==> config.mk <==
export PLATFORM = sky130hd
export DESIGN_NAME = rr_ring_arbiter
export DESIGN_NICKNAME = d
export VERILOG_FILES = /design/src/rtl/rr_ring_arbiter.sv
export SDC_FILE = /design/constraint.sdc
export NUM_CORES = 1
export LEC_CHECK = 0
export CORE_MARGIN = 2
export CORE_UTILIZATION = 40
export CTS_CLUSTER_DIAMETER = 60
export DETAILED_ROUTE_END_ITERATION = 12
export MAX_ROUTING_LAYER = met4
export SETUP_SLACK_MARGIN = 0.4
export SYNTH_ARGS = -nofsm -noshare
export SYNTH_HDL_FRONTEND = slang
export SYNTH_SLANG_ARGS = --single-unit
==> constraint.sdc <==
create_clock -name clk -period 1.66 [get_ports clk]
set_input_delay 0.332 -clock clk [delete_from_list [all_inputs] [get_ports clk]]
set_output_delay 0.332 -clock clk [all_outputs]
set_load 0.1 [all_outputs]
==> src/rtl/rr_ring_arbiter.sv <==
// Round-robin arbiter with a one-hot rotating priority ring.
// Grants are registered and held until done, request drop, or the hold limit.
module rr_ring_arbiter #(
  parameter int N        = 4,
  parameter int MAX_HOLD = 8
) (
  input  logic                 clk,
  input  logic                 rstn,
  input  logic [N-1:0]         req,
  input  logic [N-1:0]         done,
  output logic [N-1:0]         gnt,
  output logic [$clog2(N)-1:0] gnt_id,
  output logic                 busy,
  output logic                 expired
);

  localparam int IW = $clog2(N);

  typedef enum logic {
    IDLE  = 1'b0,
    GRANT = 1'b1
  } state_t;

  state_t        state;
  logic [N-1:0]  ptr;
  logic [7:0]    hold_cnt;

  logic [IW-1:0] ptr_id;
  logic [IW-1:0] pick_id;
  logic [N-1:0]  pick;
  logic          found;
  logic [IW:0]   idx;

  logic          own_done;
  logic          own_req;
  logic          at_limit;
  logic          release_now;

  // Search upward from the ring position with wrap; the ptr bit wins ties.
  always_comb begin
    // NOTE: every combinational output gets a default first so no path leaves it unassigned (no latch).
    ptr_id  = '0;
    pick_id = '0;
    found   = 1'b0;
    idx     = '0;
    for (int i = 0; i < N; i++) begin
      if (ptr[i]) ptr_id = IW'(i);
    end
    for (int k = 0; k < N; k++) begin
      idx = {1'b0, ptr_id} + (IW+1)'(k);
      if (idx >= (IW+1)'(N)) idx = idx - (IW+1)'(N);
      if (!found && req[idx[IW-1:0]]) begin
        found   = 1'b1;
        pick_id = idx[IW-1:0];
      end
    end
    pick = found ? (N'(1) << pick_id) : '0;
  end

  // Only the current owner's request and done bits matter while granted.
  assign own_done    = done[gnt_id];
  assign own_req     = req[gnt_id];
  assign at_limit    = (hold_cnt == 8'(MAX_HOLD));
  assign release_now = own_done || !own_req || at_limit;

  always_ff @(posedge clk) begin
    // NOTE: state registers use non-blocking assignments so every flop samples pre-edge values.
    if (!rstn) begin
      state    <= IDLE;
      gnt      <= '0;
      gnt_id   <= '0;
      busy     <= 1'b0;
      expired  <= 1'b0;
      ptr      <= N'(1);
      hold_cnt <= '0;
    end else begin
      expired <= 1'b0;
      case (state)
        IDLE: begin
          if (found) begin
            state    <= GRANT;
            gnt      <= pick;
            gnt_id   <= pick_id;
            busy     <= 1'b1;
            hold_cnt <= 8'd1;
          end
        end
        GRANT: begin
          if (release_now) begin
            state    <= IDLE;
            gnt      <= '0;
            gnt_id   <= '0;
            busy     <= 1'b0;
            hold_cnt <= '0;
            // Owner drops to lowest priority: the bit above it becomes the head.
            ptr      <= {gnt[N-2:0], gnt[N-1]};
            expired  <= !own_done && own_req;
          end else begin
            hold_cnt <= hold_cnt + 8'd1;
          end
        end
        default: state <= IDLE;
      endcase
    end
  end

endmodule
==> flow_summary.toml, run 1 <==
[route]
drcViolationCount = 0
first_pass_iters = 4
wl_per_cell_um = 13.7
vias = 1162
finalWirelength_mm = 2.91
viasPerCell = 5.48
antenna_left = 0
first_iter_violations = 62

[yosys]
synth_warnings = 0
syn_nets = 154
ys_ff_latch = 20
syn_area_um2 = 1240
synth-edff-count = 0
ys_seq_area_share_pct = 32.3
syn-instance-count = 142
synthFlopType = "dfxtp_1"
ys_async_sr_fraction_pct = 0
synth.distinct_cells = 43
postSynthAreaPerCell_um2 = 8.73

[worst_setup_path]
crit_family = "compound AO/OA/AOI/OAI gates"
cp-start-kind = "register"
critical_path_class = "reg2reg"
path_buf_inv = 1
path_cells = "mux2_4 > o32ai_4 > o2111ai_4 > buf_6 > nor2_4 > o21ai_1 > o21ai_1"
r2r_cells = 7
crit_start = "ptr[2]"
worst_path_most_repeated_cell = "o21ai_1"
reg2reg_to = "hold_cnt[4]"
ff2ff_setup_slack_ns = -0.06
cp.required_ns = 1.91
arrival_ns = 1.97
cp-endpoint = "hold_cnt[4]"
path_max_fanout = 6
endpoint_kind = "register"
timing.rr.start = "ptr[2]"
max_stage_delay_ns = 0.41
cpMaxStageDelayCell = "dfxtp_4"
crit_cells = 7

[global_route]
grt_util_all_layers_pct = 19.1
grt_pass1_vias = 1169
grt_start_max_net_pins = 12
grt_pass1_wl_mm = 5.06
grt_antenna_before_repair = 0
gr-total-overflow = 0

[pwr]
p_seq_share_pct = 44.0
p_sw_w = 0.000427
power_frac_comb_pct = 36.1
swShare_pct = 35.1
p_per_area_nw_per_um2 = 670
internal-power_w = 0.000788
power.total_w = 0.00121
ir_drop_v = 0.000621
p_leak_nw = 0.708
p_clk_share_pct = 19.9

[sta]
min_period_ns = 1.72
finalHoldViolCount = 0
rsz0062_at_grt = "yes"
setup_slack_ns = -0.0630
fin_skew_ns = 0.0166
max-slew-margin-rel_pct = 78.5
clock.fmax_mhz = 580
setup_viol_count_final = 10
period_share_pct = 104
tightest_slew_ns = 0.323
maxSlewViolCount = 0
fin_setup_tns_ns = -0.369
holdWs_ns = 0.496

[hold_path]
hold_depth = 2
min_path_type = "reg2reg"
min-delay-start = "gnt[1]"

[placed_design]
hpwl_mm = 2.17
io_buffers = 17
gp_congestion = 0.827
placed_area_um2 = 1630

[clock_tree]
clk_latency_ns = 0.30
cts.path.max_buffers = 2
clk_pin_slew_ns = 0.12
cts.htree.levels = 1
cts_sinks = 20
tritoncts = "yes"
cts-root-buf = "clkbuf_4"
holdBufCountCts = 0
cts_made_buffers = 3

[finish]
finalCoreUtilization_pct = 60.3
n_antenna_cell = 0
drive_above_1_share_pct = 38.5
syn2layout_area_growth_pct = 46.1
final_cell_area_um2 = 1810
nets = 192

[status]
violations = "negative setup slack"
outcome = "complete, but fails checks"

[floorplan]
die-width_um = 59.7
top_level_ports = 18
core-area_um2 = 3000
std_cell_rows = 20
die_h_um = 59.7
initial_core_util_pct = 41.3
dieArea_um2 = 3560

[job]
maxCapViolations = 0
[how the worst min path moves through the flow]
stage,to
global route,ptr[3]
CTS,gnt_id[1]
global placement,gnt_id[1]
floorplan,hold_cnt[4]
finish,ptr[2]
detailed placement,gnt_id[1]
[flip-flops by register name (all words and copies together), names as in the netlist]
signal and count:
state 1, gnt 4, expired 1, gnt_id 2, ptr 3, busy 1
hold_cnt 8
[per-layer routing]
metal	vias to the layer above	part of all wire (%)	track usage (%)
met5	-	0	-
met4	0	1.0	5.40
met3	4	4.2	4.55
met2	23	50	30.9
met1	552	45	23.6
li1	583	-	-
[stage by stage]
stage,worst slack [ns],std cells
floorplan,-0.0490,142
global placement,-0.468,201
detailed placement,-0.526,201
CTS,-0.0650,212
global route,-0.148,212
finish,-0.0630,212
[placed cells by master, fill, tap and decap left out, types with 4 or more instances in the layout]
master / n
dfxtp_2: 4
buf_12: 8
nand2_1: 17
o21ai_1: 14
dfxtp_4: 4
nand3_2: 5
nor2_1: 9
nor2b_1: 7
a21boi_1: 4
buf_4: 17
nand2b_1: 4
dlygate4sd2_1: 5
buf_6: 4
dfxtp_1: 12
[power groups by stage]
stage	sequential [W]	combinational (W)	clock, W
after detailed placement	0.000548	0.000386	0
final	0.000534	0.000438	0.000242
after global placement	0.000548	0.000382	0
after floorplan	0.000632	0.000158	0
after global routing	0.000538	0.000463	0.000274
after CTS	0.000534	0.000422	0.000253
[area by class of cell]
type                       count  area [um^2]
fill                         283         1190
clock buffer                   4         26.3
sequential                    20          420
inverter                       4         15.0
timing repair buffer          38          417
multi-input combinational    113          892
tap                           33         41.3
[cell usage after synthesis, types with 2 or more instances]
master / number / area, um^2
a21boi_0: 5 / 37.5
a21oi_1: 3 / 15.0
a22oi_1: 3 / 22.5
and3_1: 3 / 18.8
buf_6: 3 / 33.8
dfxtp_1: 20 / 400
ha_1: 2 / 25.0
inv_1: 4 / 15.0
mux2_2: 2 / 22.5
nand2_1: 19 / 71.3
nand2b_1: 6 / 37.5
nand3_1: 7 / 35.0
nor2_1: 9 / 33.8
nor2b_1: 9 / 56.3
nor3_1: 2 / 10.0
o21ai_0: 4 / 20.0
o21ai_1: 13 / 65.1
or2b_1: 2 / 15.0
xor2_1: 2 / 17.5
[worst reg2reg max path, cell delays in order (launching register included)]
cell and delay, ns:
dfxtp_4 0.41, mux2_4 0.33, o32ai_4 0.26, o2111ai_4 0.19, buf_6 0.18, nor2_4 0.14, o21ai_1 0.10, o21ai_1 0.07
[cell families after synthesis]
kind of cell	count (synthesis)	synth area share [%]
and+or+nand+nor	62	26.1
xor gates and xnor gates	3	2.12
DFF	20	32.3
AOI/OAI and AO/OA	41	27.2
buffers and inverters	9	4.54
muxes	5	5.65
adders and majority gates	2	2.02
[repair_timing]
item / 4_1_cts / 5_1_grt
setup buffers: 7 / 0
resized for setup: 31 / 8
pin swaps: 18 / 8
cloned: 0 / 0
setup endpoints to repair: 20 / 22
Note: power is estimated with default switching activity, not from simulation.
==> run 2: changes to the inputs <==
Settings changed: ABC_AREA set to 1.
==> run 2 against run 1 <==
Net effect:
- die area grew 9.0%
- final area rose by 23%
- register-to-register slack better by 0.06 ns
- synthesized cell count is 47% higher
- the run now ends clean
- combinational power increased by 140%
- critical path depth up 5
- clock-buffer cell count decreased by 1
- sequential cell count unchanged
- core utilization increased by 6.9 points
- clock skew decreased by 0.013 ns
==> flow_summary.toml, run 2 <==
[pwr]
p_clk_share_pct = 12.0
swShare_pct = 46.6
p_seq_share_pct = 31.6
p_sw_w = 0.000887
ir_drop_v = 0.000590
p_leak_nw = 0.949
internal-power_w = 0.00102
power_frac_comb_pct = 56.4
p_per_area_nw_per_um2 = 856

[yosys]
postSynthAreaPerCell_um2 = 6.51
synthFlopType = "dfxtp_1"
ys_async_sr_fraction_pct = 0
ys_ff_latch = 20
syn-instance-count = 209
syn_area_um2 = 1360
synth_warnings = 0
netlist_top_cells_count = "nand2_1 (42), nand3_1 (41), inv_1 (26)"
yosys-top-cells-area = "dfxtp_1 (29%), nand3_1 (15%), nand2_1 (12%)"
synth-edff-count = 0
ys_seq_area_share_pct = 29.4
yosysTopAreaCell = "dfxtp_1"
syn_nets = 221
synth_top_area_share_pct = 29.4
synth.most_common_cell = "nand2_1"
synth.distinct_cells = 29

[route]
finalWirelength_mm = 4.28
vias = 1547
first_iter_violations = 98
wl_per_cell_um = 14.5
first_pass_iters = 4
antenna_left = 0
viasPerCell = 5.26
drcViolationCount = 0

[placed_design]
gp_congestion = 0.853
io_buffers = 17
hpwl_mm = 2.94
dp_cells = 276

[global_route]
grt_pass1_wl_mm = 6.88
grt_start_max_net_pins = 11
grt_use_met2_pct = 42.5
grtUsageMet1_pct = 22.9
top_usage_layer = "met2"
gr-total-overflow = 0
grt_util_all_layers_pct = 22.4
grt_pass1_vias = 1557
grt.met3_usage_pct = 2.54
grt_antenna_before_repair = 0

[finish]
largest_reg_flops = 8
top_regs = "hold_cnt: 8 flops, gnt: 4 flops, ptr: 3 flops"
largest_register = "hold_cnt"
final_common_cell = "nand2_1"
drive_above_1_share_pct = 52.0
fill_cells = 295
stdcell_count = 294
syn2layout_area_growth_pct = 63.6
n_antenna_cell = 0
finalCoreUtilization_pct = 67.2
nets = 262
mostFrequentLayoutCells = "nand2_1 (26), nand3_2 (20), nand3_1 (19)"

[clock_tree]
cts.htree.levels = 1
cts.path.max_buffers = 2
cts_made_buffers = 3
tritoncts = "yes"
cts_sinks = 20
holdBufCountCts = 0
cts-root-buf = "clkbuf_4"
clk_latency_ns = 0.29
clk_pin_slew_ns = 0.11

[sta]
max-slew-margin-rel_pct = 67.2
tightest_slew_ns = 0.487
min_period_ns = 1.66
fin_skew_ns = 0.00367
clock.fmax_mhz = 603
rsz0062_at_grt = "yes"
period_share_pct = 99.9
maxSlewViolCount = 0
finalHoldViolCount = 0
holdWs_ns = 0.496
setup_viol_count_final = 0

[job]
maxCapViolations = 0

[floorplan]
top_level_ports = 18
std_cell_rows = 21
core-area_um2 = 3310
dieArea_um2 = 3880
initial_core_util_pct = 41.1
die-width_um = 62.3
die_h_um = 62.3

[worst_setup_path]
cp.required_ns = 1.86
path_cells = "inv_6 > nand2_8 > buf_6 > nand3_4 > a21oi_4 > buf_4 > buf_4 > nand3_1 > nand3_1 > nor2_1 > nand2_1 > a21oi_2"
crit_family = "simple AND/OR/NAND/NOR gates"
endpoint_kind = "register"
cpMaxStageDelayCell = "dfxtp_4"
max_stage_delay_ns = 0.42
path_buf_inv = 4
path_max_fanout = 5
arrival_ns = 1.86
critical_path_class = "reg2reg"
cp-start-kind = "register"

[hold_path]
min_path_type = "reg2reg"

[status]
outcome = "complete, no violations"
[run 2: cells by family after synthesis]
family | synth area share (%)
flops | 29.4
buf+inv | 9.84
compound gates | 14.0
simple gates | 44.9
fa+ha+maj | 1.84
[run 2: final timing paths]
| path | startpoint | endpoint | slack [ns] | cells past startpoint |
|---|---|---|---|---|
| setup reg to reg | ptr[2] | gnt[0] | 0.002 | 12 |
| hold reg to reg | hold_cnt[4] | hold_cnt[5] | 0.50 | 2 |
| setup / recovery | ptr[2] | gnt[0] | 0.002 | 12 |
| hold / removal | hold_cnt[4] | hold_cnt[5] | 0.50 | 2 |
[run 2: power by group through the flow]
stage	Combinational (W)	Sequential [W]	Clock [W]
final	0.00107	0.000602	0.000228
after global placement	0.000818	0.000600	0
after detailed placement	0.000825	0.000602	0
after global routing	0.00115	0.000607	0.000260
after floorplan	0.000378	0.000782	0
after CTS	0.000966	0.000595	0.000232
[run 2: repair_timing]
| action | CTS | global route |
|---|---|---|
| buffers inserted | 9 | 5 |
| pin swaps | 30 | 17 |
| cloned | 1 | 0 |
| setup endpoints to repair | 20 | 22 |
| gates resized for setup | 60 | 41 |
[run 2: cell type report]
| type | instances | area (um^2) | area share, % |
|---|---|---|---|
| clock buffer | 3 | 22.5 | 1.01 |
| timing repair buffer | 39 | 433 | 19.5 |
| sequential | 20 | 427 | 19.2 |
| multi-input combinational | 157 | 1160 | 52.2 |
| tap | 46 | 57.6 | 2.59 |
| inverter | 29 | 124 | 5.57 |
[run 2: worst reg2reg max path: stages (launching register included)]
cell	delay [ns]
dfxtp_4	0.42
inv_6	0.06
nand2_8	0.09
buf_6	0.11
nand3_4	0.09
a21oi_4	0.23
buf_4	0.14
buf_4	0.09
nand3_1	0.07
nand3_1	0.09
nor2_1	0.05
nand2_1	0.08
a21oi_2	0.06
[run 2: metal layers]
layer	up-vias	wire [um]	part of all wire, %
met5	-	0	0
met4	0	51	1.2
met3	8	151	3.5
met2	37	2430	57
met1	725	1640	38
li1	777	-	-
[run 2: through the flow]
stage | power [W] | instance area (um^2) | setup WS [ns] | setup TNS, ns
6_report | 0.00190 | 2220 | 0.00152 | 0
5_1_grt | 0.00201 | 2220 | -0.105 | -0.889
4_1_cts | 0.00179 | 2060 | 0.0326 | 0
3_5_place_dp | 0.00143 | 1730 | -0.321 | -5.07
3_3_place_gp | 0.00142 | 1730 | -0.314 | -4.67
2_1_floorplan | 0.00116 | 1390 | 0.177 | 0
==> run 3: changes to the inputs <==
Settings changed: SKIP_LAST_GASP set to 1.
Clock period 1.66 ns to 1.9 ns, I/O delays scaled along.
==> run 3 against run 2 <==
Net effect:
- sequential share of layout area hardly changed
- core utilization is 1.4 points lower
- via count is 3.2% higher
- clock power is 7% lower
- cell count is 1.0% higher
==> flow_summary.toml, run 3 (same netlist as run 2, synthesis figures left out) <==
[finish]
regArea_um2 = 418
final_common_cell = "nand2_1"
mostFrequentLayoutCells = "nand2_1 (29), nand3_1 (27), inv_1 (20)"
finalCoreUtilization_pct = 65.8
drive_above_1_share_pct = 43.0
syn2layout_area_growth_pct = 60.2
top_regs = "hold_cnt: 8 flops, gnt: 4 flops, ptr: 3 flops"
largest_register = "hold_cnt"
n_antenna_cell = 0
largest_reg_flops = 8
nets = 264
multiInputGateArea_um2 = 1130
fill_cells = 283

[sta]
max-slew-margin-rel_pct = 65.4
finalHoldViolCount = 0
min_period_ns = 1.65
setup_viol_count_final = 0
tightest_slew_ns = 0.515
holdWs_ns = 0.481
maxSlewViolCount = 0
period_share_pct = 86.9
rsz0062_at_grt = "yes"
clock.fmax_mhz = 605
fin_skew_ns = 0.0151

[global_route]
gr-total-overflow = 0
grt_pass1_vias = 1554
grt_util_all_layers_pct = 23.9
grt_start_max_net_pins = 12
grt_antenna_before_repair = 0
grt_pass1_wl_mm = 7.18

[worst_setup_path]
crit_start = "ptr[2]"
cp.required_ns = 2.15
arrival_ns = 1.90
path_cells = "inv_6 > buf_12 > nand2_8 > nand3_1 > nand3_2 > nand2_2 > nor2_4 > nand3_4 > inv_4 > nand2_2 > a21oi_2"
timing.rr.start = "ptr[2]"
worst_path_most_repeated_cell = "nand2_2"
endpoint_kind = "register"
cp-start-kind = "register"
cpMaxStageDelayCell = "dfxtp_4"
critical_path_class = "reg2reg"
max_stage_delay_ns = 0.40
path_max_fanout = 8

[clock_tree]
cts_sinks = 20
clk_latency_ns = 0.31
tritoncts = "yes"
cts-root-buf = "clkbuf_4"
clk_pin_slew_ns = 0.12
cts.htree.levels = 1
cts.path.max_buffers = 2
cts_made_buffers = 3

[route]
drcViolationCount = 0
finalWirelength_mm = 4.24
viasPerCell = 5.38
vias = 1597
first_pass_iters = 4
first_iter_violations = 108
wl_per_cell_um = 14.3
antenna_left = 0

[floorplan]
die-width_um = 62.3
core-area_um2 = 3310
die_h_um = 62.3
std_cell_rows = 21
top_level_ports = 18
dieArea_um2 = 3880
initial_core_util_pct = 41.1

[pwr]
p_leak_nw = 0.932
p_per_area_nw_per_um2 = 762
power.total_w = 0.00166
ir_drop_v = 0.000551

[status]
outcome = "complete, no violations"

[placed_design]
gp_congestion = 0.923
io_buffers = 17
hpwl_mm = 2.86

[hold_path]
min-delay-start = "busy"
min_path_type = "reg2reg"

[job]
maxCapViolations = 0
[run 3: timing repair]
action	CTS	global route
resized for setup	61	20
setup endpoints to repair	20	20
hold endpoints to repair	0	0
hold buffers	0	0
setup buffers	14	1
gates cloned	2	0
pin swaps	19	5
[run 3: layout make-up]
class / count / share of cell area (%)
Clock inverter: 1 / 0.172
Tap cell: 46 / 2.64
Inverter: 29 / 5.57
Clock buffer: 3 / 1.03
Timing Repair Buffer: 40 / 19.7
Multi-Input combinational cell: 158 / 51.7
Sequential cell: 20 / 19.2
[run 3: path summary, 6_finish.rpt]
check	slack, ns	depth (start not counted)	to
worst min-delay path	0.48	2	busy
worst max register to register	0.25	11	hold_cnt[7]
worst max-delay path	0.25	11	hold_cnt[7]
worst min register to register	0.48	2	busy
[run 3: metal layers]
layer | share of wire, % | vias to the layer above | global-route usage (%)
met5 | 0 | - | -
met2 | 49 | 39 | 40.6
met3 | 2.4 | 14 | 2.54
met4 | 2.4 | 0 | 11.1
li1 | - | 784 | -
met1 | 46 | 760 | 28.6
[run 3: metrics by stage]
step | setup WS [ns] | TNS (ns) | instance area [um^2] | instances
2_1_floorplan | 0.396 | 0 | 1380 | 209
5_1_grt | 0.151 | 0 | 2180 | 297
6_report | 0.248 | 0 | 2180 | 297
4_1_cts | 0.277 | 0 | 2090 | 296
3_5_place_dp | -0.158 | -2.03 | 1670 | 276
3_3_place_gp | -0.144 | -1.72 | 1670 | 276
[run 3: worst max-delay path: cells and delay by family (launching register included)]
| family | cells | cell delay [ns] |
|---|---|---|
| AO/OA/AOI/OAI | 1 | 0.13 |
| buffers and inverters | 3 | 0.29 |
| flip-flops | 1 | 0.40 |
| AND/OR/NAND/NOR | 7 | 0.77 |
[run 3: power breakdown]
group | total, W | internal [W] | switching (W)
sequential | 0.000515 | 0.000459 | 0.0000561
combinational | 0.000933 | 0.000344 | 0.000589
clock | 0.000211 | 0.0000767 | 0.000134
